`config.mk`:
```
export PLATFORM = sky130hd
export DESIGN_NAME = cam_capture_rgb444
export DESIGN_NICKNAME = d
export VERILOG_FILES = /design/src/rtl/cam_pkg.sv /design/src/rtl/cam_sync_edge.sv /design/src/rtl/cam_capture_rgb444.sv
export SDC_FILE = /design/constraint.sdc
export NUM_CORES = 1
export LEC_CHECK = 0
export BUFFER_PORTS_ARGS = -buffer_cell sky130_fd_sc_hd__buf_2
export CAP_MARGIN = 20
export CORE_MARGIN = 2
export CORE_UTILIZATION = 33
export DETAILED_ROUTE_END_ITERATION = 10
export PLACE_DENSITY = 0.48
export SLEW_MARGIN = 25
export SYNTH_ARGS = -nofsm -noshare
export SYNTH_HDL_FRONTEND = slang
export SYNTH_SLANG_ARGS = --single-unit
```
`constraint.sdc`:
```
create_clock -name clk -period 2.34 [get_ports clk]
set_clock_uncertainty 0.15 [all_clocks]
set_input_delay 0.234 -clock clk [delete_from_list [all_inputs] [get_ports clk]]
set_output_delay 0.234 -clock clk [all_outputs]
set_load 0.005 [all_outputs]
```
`src/rtl/cam_pkg.sv`:
```
// Shared constants, FSM encoding and pixel packing for the OV7670 RGB444 capture path.
package cam_pkg;

  localparam int IMG_W      = 160;
  localparam int IMG_H      = 120;
  localparam int IMG_SIZE   = IMG_W * IMG_H;
  // The frame buffer reserves this address for its black pixel, so capture never writes it.
  localparam int BLACK_ADDR = IMG_SIZE;

  typedef enum logic [1:0] {
    WAIT_VS = 2'd0,
    WAIT_FS = 2'd1,
    ACTIVE  = 2'd2
  } cap_state_t;

  typedef enum logic {
    PH_HI = 1'b0,
    PH_LO = 1'b1
  } byte_phase_t;

  function automatic logic [11:0] pack_rgb444(input logic [3:0] r,
                                              input logic [3:0] g,
                                              input logic [3:0] b);
    return {r, g, b};
  endfunction

endpackage

```
`src/rtl/cam_sync_edge.sv`:
```
// Registers one camera sync line and derives single-cycle rise/fall pulses from the registered copy.
module cam_sync_edge (
  input  logic clk,
  input  logic reset,
  input  logic din,
  output logic level,
  output logic rise,
  output logic fall
);

  logic prev;

  always_ff @(posedge clk) begin
    if (reset) begin
      level <= 1'b0;
      prev  <= 1'b0;
    end else begin
      level <= din;
      prev  <= level;
    end
  end

  assign rise = level & ~prev;
  assign fall = ~level & prev;

endmodule

```
`src/rtl/cam_capture_rgb444.sv`:
```
// OV7670 QQVGA RGB444 capture: packs two camera bytes per pixel and drives the
// frame buffer write port with a saturating running address.
module cam_capture_rgb444 #(
  parameter int AW    = 15,
  parameter int DW    = 12,
  parameter int IMG_W = cam_pkg::IMG_W,
  parameter int IMG_H = cam_pkg::IMG_H
) (
  input  logic          clk,
  input  logic          reset,
  input  logic          cap_en,
  input  logic          vsync,
  input  logic          href,
  input  logic [7:0]    px_data,
  output logic [AW-1:0] addr,
  output logic [DW-1:0] data_out,
  output logic          regwrite,
  output logic          frame_done,
  output logic          frame_err
);

  import cam_pkg::*;

  localparam int FRAME_PIX = IMG_W * IMG_H;
  localparam int CW        = $clog2(IMG_W + 1);
  localparam int LW        = $clog2(IMG_H + 1);

  localparam logic [CW-1:0] COL_LIM   = CW'(IMG_W);
  localparam logic [LW-1:0] LINE_LIM  = LW'(IMG_H);
  localparam logic [AW-1:0] ADDR_LAST = AW'(FRAME_PIX - 1);

  logic vs_lvl, vs_rise, vs_fall;
  logic hr_lvl, hr_rise, hr_fall;

  cam_sync_edge u_vsync_edge (
    .clk   (clk),
    .reset (reset),
    .din   (vsync),
    .level (vs_lvl),
    .rise  (vs_rise),
    .fall  (vs_fall)
  );

  cam_sync_edge u_href_edge (
    .clk   (clk),
    .reset (reset),
    .din   (href),
    .level (hr_lvl),
    .rise  (hr_rise),
    .fall  (hr_fall)
  );

  cap_state_t    state;
  byte_phase_t   phase;
  logic [7:0]    px_q;
  logic [3:0]    red_q;
  logic [CW-1:0] col;
  logic [LW-1:0] line;
  logic [AW-1:0] wr_addr;

  // The first byte after an href rise is always treated as the red byte.
  always_ff @(posedge clk) begin
    if (reset) begin
      state      <= WAIT_VS;
      phase      <= PH_HI;
      px_q       <= '0;
      red_q      <= '0;
      col        <= '0;
      line       <= '0;
      wr_addr    <= '0;
      addr       <= '0;
      data_out   <= '0;
      regwrite   <= 1'b0;
      frame_done <= 1'b0;
      frame_err  <= 1'b0;
    end else begin
      px_q       <= px_data;
      regwrite   <= 1'b0;
      frame_done <= 1'b0;
      frame_err  <= 1'b0;

      unique case (state)
        WAIT_VS: begin
          if (vs_lvl) state <= WAIT_FS;
        end

        WAIT_FS: begin
          if (vs_fall) begin
            if (cap_en) begin
              state   <= ACTIVE;
              wr_addr <= '0;
              addr    <= '0;
              line    <= '0;
              col     <= '0;
              phase   <= PH_HI;
            end else begin
              state <= WAIT_VS;
            end
          end
        end

        ACTIVE: begin
          if (vs_rise) begin
            if (line >= LINE_LIM) frame_done <= 1'b1;
            else                  frame_err  <= 1'b1;
            state <= WAIT_FS;
          end else if (hr_fall) begin
            if (col != '0 && line != LINE_LIM) line <= line + LW'(1);
            col   <= '0;
            phase <= PH_HI;
          end else if (hr_lvl) begin
            if (phase == PH_HI || hr_rise) begin
              red_q <= px_q[3:0];
              phase <= PH_LO;
            end else begin
              if (col < COL_LIM && line < LINE_LIM) begin
                regwrite <= 1'b1;
                addr     <= wr_addr;
                data_out <= DW'(pack_rgb444(red_q, px_q[7:4], px_q[3:0]));
                if (wr_addr != ADDR_LAST) wr_addr <= wr_addr + AW'(1);
              end
              if (col != COL_LIM) col <= col + CW'(1);
              phase <= PH_HI;
            end
          end
        end

        default: state <= WAIT_VS;
      endcase
    end
  end

endmodule

```
# After elaboration in Yosys (flattened, before gate mapping)
# Cells that the tools add are included.
# word_totals
reg_bits,79
latchBits,0
ramBits,0
rom_bits,0
out_inout_bits,30
mem_count,0
# op_classes
n_addsub,3
n_mul,0
n_div,0
order_cmp,3
eq_ne,20
shifts,0
mux,44
n_bitwise,13
reduce_logical,16
# ops
op,count
15-bit 2-to-1 mux,13
15-bit case mux with 2 select lines,2
8-bit 2-to-1 mux,7
7-bit 2-to-1 mux,5
2-bit inequality test (second input constant),8
8-bit case mux with 2 select lines,1
15-bit by 1-bit adder with 15-bit output (second input constant),1
15-bit inequality test (second input constant),1
7-bit case mux with 2 select lines,1
6-bit AND reduction,2
5-bit AND reduction,2
1-bit 2-to-1 mux,9
1-bit inverter,9
9-bit AND reduction,1
8-bit by 1-bit adder with 8-bit output (second input constant),1
8-bit less-than comparator (second input constant),1
2-bit 2-to-1 mux,4
2-bit by 1-bit inequality test with 1-bit output (second input constant),4
8-bit inequality test (second input constant),1
8-bit AND reduction,1
8-bit nonzero test,1
7-bit by 1-bit adder with 7-bit output (second input constant),1
7-bit >= comparator (second input constant),1
7-bit less-than comparator (second input constant),1
16 further kinds,21

# Logic depth before layout (Yosys ltp)
# Gate-level depths: netlist (run 1).
# depth
ltp_word,8
mapped_depth,8
mapped_depth_nobuf,7

# Modules after synthesis
# From an unflattened synthesis (run 1), not the netlist that was laid out.
# hier_totals
hier_cells,386
area_unflattened_um2,3444.6
# modules_own_cells
module,instances,cells_each,area_each_um2
cam_capture_rgb444,1,374,3314.4
cam_sync_edge,2,6,65.1

# Worst setup path after synthesis (run 1)
# No wires, ideal clock.
# synth_timing
path_type,register -> register
startpoint,reg state[0]
endpoint,reg wr_addr[13]
setup_time_ns,0.084
arrival_time_ns,1.847
t_required_ns,2.106
setup_slack_ns,0.259
path_stages_with_launch,9
n_path_buf,3
cell_sequence,dfxtp_1 -> and2b_1 -> buf_4 -> nand4_1 -> or3_1 -> buf_2 -> or3_1 -> buf_6 -> o31ai_2
# synth_between
elab_chain_cells,3
# synth_lines
element,line,source
from (decl),cam_capture_rgb444.sv:53,cap_state_t state;
from (signal assigned),cam_capture_rgb444.sv:64,state <= WAIT_VS;
from (signal assigned),cam_capture_rgb444.sv:84,if (vs_lvl) state <= WAIT_FS;
from (signal assigned),cam_capture_rgb444.sv:90,state <= ACTIVE;
2-bit == test / 2-bit by 1-bit == test with 1-bit output (equally long branches),cam_capture_rgb444.sv:82,unique case (state)
2-bit inequality test (no line) (tied with other cells),--,
9-bit AND reduction (no line),--,
to (signal assigned),cam_capture_rgb444.sv:120,if (wr_addr != ADDR_LAST) wr_addr <= wr_addr + AW'(1);
to (decl),cam_capture_rgb444.sv:59,logic [AW-1:0] wr_addr;
# Several ways; a longest one is shown, not always the timed one.
# A chain may end at the register's enable or synchronous reset.

# Worst setup path after layout (run 1)
# layout_timing
startpoint,reg wr_addr[12]
endpoint,reg wr_addr[2]
# layout_between
elab_chain_cells,3
# layout_lines
element,line
15-bit inequality test,cam_capture_rgb444.sv:120
2-bit inequality test (no line),--
9-bit AND reduction (no line),--
# Every way passes these cells.

==> metrics.md, run 1 <==
| Metric | Value |
|---|---|
| Wire length per cell | around 14 um |
| Die width | 107 um |
| Max-cap violation count | 0 |
| Peak supply drop | approximately 0.22 mV |
| Worst endpoint data arrival time | about 2.3 ns |
| Slew Limit Fails | 0 |
| Number of placed I/O pins | between 40 and 50 |
| Weighted congestion reported at the end of routability-driven placement | slightly above 0.8 |
| RSZ-0062 raised after global routing | no |
| Filler cells | ~1100 |
| # DRC | 0 |
| Number of routed nets with antenna violations | 0 |
| Final wirelength | approximately 8.8 mm |
| Detail Placement HPWL | about 6 mm |
| Yosys warning total | 0 |
| TritonCTS clock tree | built |
| First-iteration detailed-routing DRC count | 145 |
| Cell at the root of the clock tree | sky130_fd_sc_hd__clkbuf_8 |
| FP Rows | 37 |
| Min-Delay Path Class | primary input to register |
| Number of sinks handled by clock tree synthesis | 79 |
| Per-instance average area after synthesis | between 8 and 9 um^2 |
| Ratio of cells with drive above 1 in the final layout | 0.204 |
| Slew at the pin with the worst max-slew slack | approximately 0.50 ns |
| Longest Clk Path Bufs | 2 |
| Relative contribution of combinational cells to total power | 0.041 |
| Die area | 11400 um^2 |
| Placed cell areas | 3960 um^2 |
| FFs w/ async S/R, synth | 0 |
| P per Cell Area | 612 nW/um^2 |
| Library cell with the highest instance count after synthesis | sky130_fd_sc_hd__dfxtp_1 |
| Synth Area in Compound Gates | 0.191 |
| Synth Flop Type | sky130_fd_sc_hd__dfxtp_1 |
| Min Tclk post-route | about 2.2 ns |
| Cell count after synthesis | between 400 and 500 |
| Post-synth top area cell | sky130_fd_sc_hd__dfxtp_1 |
| Cell area after synthesis | 3470 um^2 |
| Effective utilization at floorplan | 0.338 |
| Highest attainable clock frequency | approximately 0.46 GHz |
| Leftover overflow at the end of global routing | 0 |
| Vias after detailed routing | around 3200 |
| Worst-skew pair later-pin latency | about 0.36 ns |
| Ratio of routed vias to standard cells | between 5 and 6 |
| Static leakage power | 0.00157 uW |
| Switching power | slightly below 600 uW |
| Share of total power in sequential cells | 0.518 |
| Top cells by area, synth | sky130_fd_sc_hd__dfxtp_1 46%, sky130_fd_sc_hd__a21oi_1 6.1%, sky130_fd_sc_hd__nand2_1 6.1% |
| Clock network fraction of total power | 0.441 |
| Final setup violation count | 0 |
| Final antenna diode count | 0 |
| Total GRT Usage | 0.167 |
| Sequential cell area fraction in the yosys report | 0.455 |
| Wire length of the first global-routing pass | 15.2 mm |
| Synth-to-layout area growth | 23.9% |
| Synthesized Nets | about 430 |
| Number of synthesized flops with an enable pin | 0 |
| Number of iterations in the first detailed-routing pass | 4 |
| Post-synthesis share of cell area spent on xor and xnor gates | 0.0151 |
| Cell types with the highest counts after synthesis | 79 x sky130_fd_sc_hd__dfxtp_1, 56 x sky130_fd_sc_hd__nand2_1, 42 x sky130_fd_sc_hd__a21oi_1 |
| Synth Area in Simple Gates | 0.270 |
| Final hold violations | 0 |
| Number of distinct library cell variants in the gate-level netlist after synthesis | just under 60 |
| Share of the clock period used by the worst path | 0.924 |
| TritonCTS Buffers | 9 |
| Vias in the first global route | between 3000 and 4000 |
| Yosys top cell area share | 0.455 |
| Register-to-register setup slack | 0.18 ns |
| Main combinational cell family by area after synthesis | simple AND/OR/NAND/NOR gates |
| Total of flip-flops plus latches after synthesis | slightly below 80 |
| Area of the core | about 10000 um^2 |
| Setup CP Type | register to register |
| Critical-path maximum fanout | 7 |
| Buffers inserted during post-CTS setup optimization | 0 |
| Required time of the worst setup path | 2.46 ns |
| Post-layout net count | around 500 |
| Switching share of power | 0.226 |
| Largest net degree at the start of global routing | 31 |
| Element type at the critical path end | register |
| Internal | 2040 uW |
| Multiplexer share of the synthesized area | 0 |
| Number of antenna violations at the first check in global routing | 0 |
| Worst slew margin relative to its limit | 0.664 |
| Adder and majority cell fraction of the synthesized area | 0.0180 |
| Height of the chip | about 110 um |
| Htree depth | 3 |
| Clock-pin slew on the worst setup and hold paths | 0.09 ns |
| Status | finished clean |
| Total non-filler cell area in the finished layout | between 4000 and 5000 um^2 |
| Accumulated negative setup slack | 0 ns |
| Kind of start point of the critical path | register |
| Count of input and output buffers | between 40 and 50 |
==> cell usage in the layout, fill, tap and decap left out, drive strengths merged, types with 8 or more instances in the layout <==
cell type	count
dfxtp	79
nand3	23
inv	18
nor2	31
or4	8
buf	69
nor2b	13
o21ai	12
nor4	11
nand4	8
nor3	9
nand2	56
a21oi	42
clkbuf	10
dlygate4sd3	11
==> path summary, 6_finish.rpt <==
path	start	end	cells after the start
worst max-delay path	wr_addr[12]	wr_addr[2]	6
worst min-delay path	cap_en	state[1]	3
worst max register to register	wr_addr[12]	wr_addr[2]	6
worst min register to register	px_q[6]	data_out[6]	2
==> stage by stage <==
stage          instances   util  hold slack (ns)  total power [uW]  setup WS (ns)
5_1_grt              622  0.419            0.159              2740         0.0354
3_3_place_gp         595  0.385            0.270              1490          0.176
6_report             622  0.419            0.123              2640          0.178
3_5_place_dp         595  0.385            0.287              1490          0.133
4_1_cts              622  0.418            0.119              2670          0.126
2_1_floorplan        415      -            0.212              1450          0.259
==> power groups by stage <==
stage | clock [uW] | sequential, uW | combinational, uW
after floorplan | 0 | 1390 | 52.8
after global placement | 0 | 1400 | 95.4
after detailed placement | 0 | 1400 | 94.9
after CTS | 1200 | 1360 | 109
after global routing | 1250 | 1370 | 121
final | 1160 | 1360 | 108
==> kinds of logic after synthesis <==
group,Yosys count
buf+inv,42
flops,79
fa+ha+maj,5
compound gates,100
xor+xnor,6
simple gates,183
==> area by class of cell <==
type | count | area, um^2 | share of cell area
clock buffers | 10 | 138 | 0.0320
multi-input cells | 294 | 1720 | 0.400
repair buffers | 80 | 536 | 0.124
well taps | 136 | 170 | 0.0395
clock inverters | 6 | 92.6 | 0.0215
inverters | 17 | 63.8 | 0.0148
flip-flops and latches | 79 | 1580 | 0.367
==> worst max-delay path: stages, from the launching register on <==
cell and delay (ns):
sky130_fd_sc_hd__dfxtp_1 0.38, sky130_fd_sc_hd__or4b_1 0.58, sky130_fd_sc_hd__nor4_2 0.36, sky130_fd_sc_hd__nor3_2 0.14, sky130_fd_sc_hd__buf_4 0.19, sky130_fd_sc_hd__o21a_1 0.09
sky130_fd_sc_hd__o32ai_1 0.19
==> sequential cells by signal, indices dropped and copies added (netlist names) <==
signal,count
data_out,12
addr,15
u_vsync_edge.prev,1
red_q,4
frame_done,1
regwrite,1
px_q,8
frame_err,1
u_vsync_edge.level,1
wr_addr,15
u_href_edge.level,1
col,8
line,7
phase,1
state,2
u_href_edge.prev,1
==> per-layer routing <==
| layer | part of all wire | GRT usage | vias to the layer above |
|---|---|---|---|
| met1 | 0.50 | 0.224 | 1491 |
| met4 | 0.024 | 0.0816 | 0 |
| met3 | 0.031 | 0.0274 | 14 |
| met2 | 0.44 | 0.260 | 50 |
| li1 | - | - | 1627 |
| met5 | 0 | 0 | - |
==> repair_timing <==
item	4_1_cts	5_1_grt
endpoints found under the setup margin	0	3
hold endpoints to repair	12	0
resized for setup	0	1
hold buffers	11	0
No activity file was read; power rests on OpenSTA's default activity.
==> run 2, diff against run 1 <==
- RECOVER_POWER: unset -> 25
==> metrics.md, run 2 (synthesis gave the netlist of run 1 again) <==
| Metric | Value |
|---|---|
| Kind of start point of the critical path | register |
| Sum of buffers and inverters on the critical path | 1 |
| Effective utilization at floorplan | 0.338 |
| Worst-skew pair later-pin latency | 0.36 ns |
| Leftover overflow at the end of global routing | 0 |
| Cells on worst reg2reg path | 6 |
| Slew at the pin with the worst max-slew slack | approximately 0.5 ns |
| Final antenna diode count | 0 |
| Die width | ~110 um |
| FP Rows | 37 |
| Largest net degree at the start of global routing | 31 |
| Longest Clk Path Bufs | 2 |
| Leading cell types in the layout, fill and taps excluded | 79 x sky130_fd_sc_hd__dfxtp_1, 56 x sky130_fd_sc_hd__nand2_1, 42 x sky130_fd_sc_hd__a21oi_1 |
| Htree depth | 3 |
| Met1 layer usage reported by global route | 0.224 |
| Registers with the highest flip-flop counts | addr x15, wr_addr x15, data_out x12 |
| Final setup violation count | 0 |
| Clock-pin slew on the worst setup and hold paths | 0.09 ns |
| Final hold violations | 0 |
| Crit path max-delay family | simple AND/OR/NAND/NOR gates |
| Count of input and output buffers | 42 |
| Ratio of cells with drive above 1 in the final layout | 0.179 |
| Setup CP Type | register to register |
| # DRC | 0 |
| Layer with the highest usage after global routing | met2 |
| Highest attainable clock frequency | roughly 0.46 GHz |
| Vias after detailed routing | 3179 |
| Area of the core | ~10000 um^2 |
| Accumulated negative setup slack | 0 ns |
| Area taken by multi-input logic gates | around 1700 um^2 |
| Required time of the worst setup path | between 2 and 2.5 ns |
| Min-Delay Path Class | primary input to register |
| Number of antenna violations at the first check in global routing | 0 |
| Most common cell after layout, fill and taps aside | sky130_fd_sc_hd__dfxtp_1 |
| Slowest Stage Delay on Critical Path | about 0.58 ns |
| Critical path depth | 6 |
| Critical-path maximum fanout | 7 |
| Met3 GRT Util | 0.0274 |
| RSZ-0062 raised after global routing | no |
| Share of the clock period used by the worst path | 0.924 |
| Static leakage power | ~0.0015 uW |
| Slew Limit Fails | 0 |
| P per Cell Area | 615 nW/um^2 |
| Core occupancy in the finished layout | 0.417 |
| Sequence of cells on the critical path | or4b_1 > nor4_2 > nor3_2 > buf_4 > o21a_1 > o32ai_1 |
| Met2 track demand over resource | 0.260 |
| Vias in the first global route | ~3200 |
| Number of placed I/O pins | 43 |
| Register area | around 1600 um^2 |
| Cell at the root of the clock tree | sky130_fd_sc_hd__clkbuf_8 |
| Weighted congestion reported at the end of routability-driven placement | 0.831 |
| Synth-to-layout area growth | 23.5% |
| Wire length of the first global-routing pass | ~15 mm |
| Detail Placement HPWL | roughly 6.0 mm |
| Height of the chip | ~110 um |
| Die area | between 10000 and 15000 um^2 |
| Post-layout net count | roughly 500 |
| Worst slew margin relative to its limit | 0.663 |
| Filler cells | ~1100 |
| TritonCTS clock tree | built |
| First-iteration detailed-routing DRC count | around 140 |
| Number of routed nets with antenna violations | 0 |
| TritonCTS Buffers | 9 |
| Max-cap violation count | 0 |
| Worst endpoint data arrival time | around 2.3 ns |
| Status | finished clean |
| Number of sinks handled by clock tree synthesis | 79 |
| Total GRT Usage | 0.167 |
| Number of cells on the worst hold path | 3 |
| Wire length per cell | between 10 and 15 um |
| Slowest cell on the critical path | sky130_fd_sc_hd__or4b_1 |
| Min Tclk post-route | 2.16 ns |
| Number of iterations in the first detailed-routing pass | 4 |
| Ratio of routed vias to standard cells | 5.11 |
| Final wirelength | between 8 and 9 mm |
| Peak supply drop | 0.224 mV |
| Buffers inserted during post-CTS setup optimization | 0 |
| Element type at the critical path end | register |
==> run 2: final timing paths <==
check               from           to  slack (ns)
max          wr_addr[12]   wr_addr[2]        0.18
min               cap_en     state[1]        0.13
max reg2reg  wr_addr[12]   wr_addr[2]        0.18
min reg2reg      px_q[6]  data_out[6]        0.28
==> run 2: layer usage <==
layer	routed length (um)	vias up
met5	0	-
met4	208	0
met3	292	14
met2	3860	51
met1	4380	1490
li1	-	1624
==> run 2: through the flow <==
stage | hold slack, ns | power, uW | setup WS [ns] | cell area [um^2] | cells
after CTS | 0.119 | 2670 | 0.126 | 4300 | 622
after global routing | 0.159 | 2740 | 0.0354 | 4290 | 622
final | 0.125 | 2640 | 0.177 | 4290 | 622
after global placement | 0.270 | 1490 | 0.176 | 3960 | 595
after detailed placement | 0.287 | 1490 | 0.133 | 3960 | 595
after floorplan | 0.212 | 1450 | 0.259 | 3470 | 415
==> run 2: timing repair <==
action | CTS | global route
resized for setup | 0 | 1
endpoints found under the setup margin | 0 | 3
endpoints found under the hold margin | 12 | 0
hold buffers | 11 | 0
==> run 2: area by class of cell <==
class / count / share of cell area
multi-input cells: 294 / 0.402
well taps: 136 / 0.0397
repair buffers: 80 / 0.121
inverters: 17 / 0.0149
flip-flops and latches: 79 / 0.369
clock buffers: 10 / 0.0321
clock inverters: 6 / 0.0216
==> run 2: where the power goes <==
part | leakage, uW | switching [uW] | internal [uW]
sequential | 0.000639 | 8.62 | 1360
combinational | 0.000771 | 59.5 | 49.0
clock | 0.000109 | 528 | 635
total | 0.00152 | 596 | 2040
==> run 2: worst min-delay path, stage by stage <==
cell and delay (ns):
sky130_fd_sc_hd__buf_2 0.11, sky130_fd_sc_hd__a22oi_1 0.14, sky130_fd_sc_hd__nor2_1 0.11
==> run 3, diff against run 2 <==
- CORE_UTILIZATION: 33 -> 35
- PLACE_DENSITY: 0.48 -> unset
==> metrics.md, run 3 (synthesis gave the netlist of run 1 again) <==
| Metric | Value |
|---|---|
| Final hold violations | 0 |
| Longest Clk Path Bufs | 2 |
| Count of input and output buffers | 42 |
| Largest net degree at the start of global routing | 37 |
| Min Tclk post-route | between 2 and 2.5 ns |
| P per Cell Area | between 600 and 700 nW/um^2 |
| Synth-to-layout area growth | 21.6% |
| Status | finished clean |
| Die area | between 10000 and 15000 um^2 |
| Number of sinks handled by clock tree synthesis | 79 |
| Wire length per cell | between 10 and 15 um |
| Die width | around 100 um |
| Leading cell types in the layout, fill and taps excluded | 79 x sky130_fd_sc_hd__dfxtp_1, 55 x sky130_fd_sc_hd__nand2_1, 42 x sky130_fd_sc_hd__a21oi_1 |
| Buffers inserted during post-CTS setup optimization | 0 |
| Internal | 2140 uW |
| TritonCTS clock tree | built |
| Clock network fraction of total power | 0.463 |
| Vias in the first global route | 3008 |
| Final antenna diode count | 0 |
| Number of routed nets with antenna violations | 0 |
| Hold wc startpoint | cap_en |
| Sequence of cells on the critical path | or4b_1 > nor4_4 > or3_1 > o21ai_0 |
| Slew Limit Fails | 0 |
| Worst endpoint data arrival time | about 2.3 ns |
| Number of antenna violations at the first check in global routing | 0 |
| Required time of the worst setup path | between 2 and 2.5 ns |
| TritonCTS Buffers | 9 |
| Detail Placement HPWL | about 5.6 mm |
| Launching point of the worst reg2reg path | wr_addr[10] |
| Hold worst-path end | state[1] |
| Slowest Stage Delay on Critical Path | approximately 0.6 ns |
| Critical-path maximum fanout | 7 |
| Worst slew margin relative to its limit | 0.493 |
| Number of cells on the worst hold path | 3 |
| Most common cell after layout, fill and taps aside | sky130_fd_sc_hd__dfxtp_1 |
| Final wirelength | 8.33 mm |
| Wire length of the first global-routing pass | 14.5 mm |
| Slew at the pin with the worst max-slew slack | 0.761 ns |
| Ratio of routed vias to standard cells | 5.25 |
| Max-cap violation count | 0 |
| Clock-pin slew on the worst setup and hold paths | 0.08 ns |
| Share of total power in sequential cells | 0.501 |
| Share of the clock period used by the worst path | 0.952 |
| Area of the core | approximately 9700 um^2 |
| Worst-skew pair later-pin latency | about 0.35 ns |
| Number of iterations in the first detailed-routing pass | 4 |
| Placed cell areas | a little under 4000 um^2 |
| Switching share of power | 0.213 |
| Ratio of cells with drive above 1 in the final layout | 0.166 |
| Switching power | slightly below 600 uW |
| Crit path max-delay family | simple AND/OR/NAND/NOR gates |
| Kind of start point of the critical path | register |
| RSZ-0062 raised after global routing | no |
| Register-to-register setup slack | between 0.1 and 0.15 ns |
| Weighted congestion reported at the end of routability-driven placement | roughly 0.85 |
| FP Rows | 36 |
| Highest attainable clock frequency | roughly 0.45 GHz |
| Total non-filler cell area in the finished layout | ~4200 um^2 |
| Htree depth | 3 |
| First-iteration detailed-routing DRC count | 204 |
| Vias after detailed routing | between 3000 and 4000 |
| Slowest cell on the critical path | sky130_fd_sc_hd__or4b_1 |
| # DRC | 0 |
| Cell at the root of the clock tree | sky130_fd_sc_hd__clkbuf_8 |
| Min-Delay Path Class | primary input to register |
| Number of placed I/O pins | 43 |
| Total GRT Usage | 0.162 |
| Registers with the highest flip-flop counts | addr x15, wr_addr x15, data_out x12 |
| Post-layout net count | just under 500 |
| Leftover overflow at the end of global routing | 0 |
| Sum of buffers and inverters on the critical path | 0 |
| Capture point of the worst reg-to-reg path | wr_addr[12] |
| Static leakage power | around 0.0015 uW |
| Height of the chip | just over 100 um |
| Accumulated negative setup slack | 0 ns |
| Total power after layout | between 2000 and 3000 uW |
| Final setup violation count | 0 |
| Peak supply drop | 0.379 mV |
| Cells on worst reg2reg path | 4 |
| Effective utilization at floorplan | 0.359 |
| Element type at the critical path end | register |
| Setup CP Type | register to register |
| Relative contribution of combinational cells to total power | 0.036 |
==> run 3: changes by cell type in the layout (fill, tap and decap cells not counted), moves of 2 or more <==
cell,delta
sky130_fd_sc_hd__buf_2,+2
sky130_fd_sc_hd__clkinvlp_4,-2
sky130_fd_sc_hd__buf_4,-10
sky130_fd_sc_hd__clkbuf_1,-2
==> run 3: through the flow <==
step,utilization,setup WS [ns],hold WS (ns),instances
after floorplan,-,0.259,0.212,415
after global placement,0.399,0.132,0.276,582
after detailed placement,0.399,0.0880,0.279,582
after CTS,0.436,0.0777,0.103,608
after global routing,0.436,0.00235,0.155,608
final,0.436,0.113,0.145,608
==> run 3: final cells by class <==
class / instances / area [um^2]
clock buffers: 10 / 138
clock inverters: 6 / 116
fillers: 970 / 5460
inverters: 17 / 63.8
multi-input cells: 294 / 1740
flip-flops and latches: 79 / 1580
well taps: 133 / 166
repair buffers: 69 / 423
==> run 3: how the worst max path moves through the flow <==
stage                      from          end  cells after the start
finish              wr_addr[10]  wr_addr[12]                      4
floorplan              state[0]  wr_addr[13]                      8
global route           state[1]  wr_addr[10]                      5
detailed placement     state[0]   wr_addr[7]                      6
global placement       state[0]   wr_addr[7]                      6
CTS                 wr_addr[10]  wr_addr[12]                      4
==> run 3: worst min-delay path, cell delays in order <==
cell                      delay (ns)
sky130_fd_sc_hd__buf_2          0.12
sky130_fd_sc_hd__a22oi_1        0.14
sky130_fd_sc_hd__nor2_1         0.10
==> run 3: layer usage <==
layer | track usage | part of all wire
met5 | 0 | 0
met4 | 0.0637 | 0.0085
met2 | 0.249 | 0.45
met3 | 0.0390 | 0.056
met1 | 0.220 | 0.49
==> run 3: power groups by stage <==
stage	clock network [uW]	logic [uW]	registers [uW]
floorplan	0	52.8	1390
global route	1340	108	1370
finish	1260	97.1	1360
global placement	0	82.5	1390
detailed placement	0	83.8	1400
CTS	1290	96.7	1360
==> run 3: what timing repair did <==
action                                  4_1_cts  5_1_grt
endpoints found under the hold margin        10        0
resized for setup                             0        3
hold buffers                                 10        0
endpoints found under the setup margin        0        6
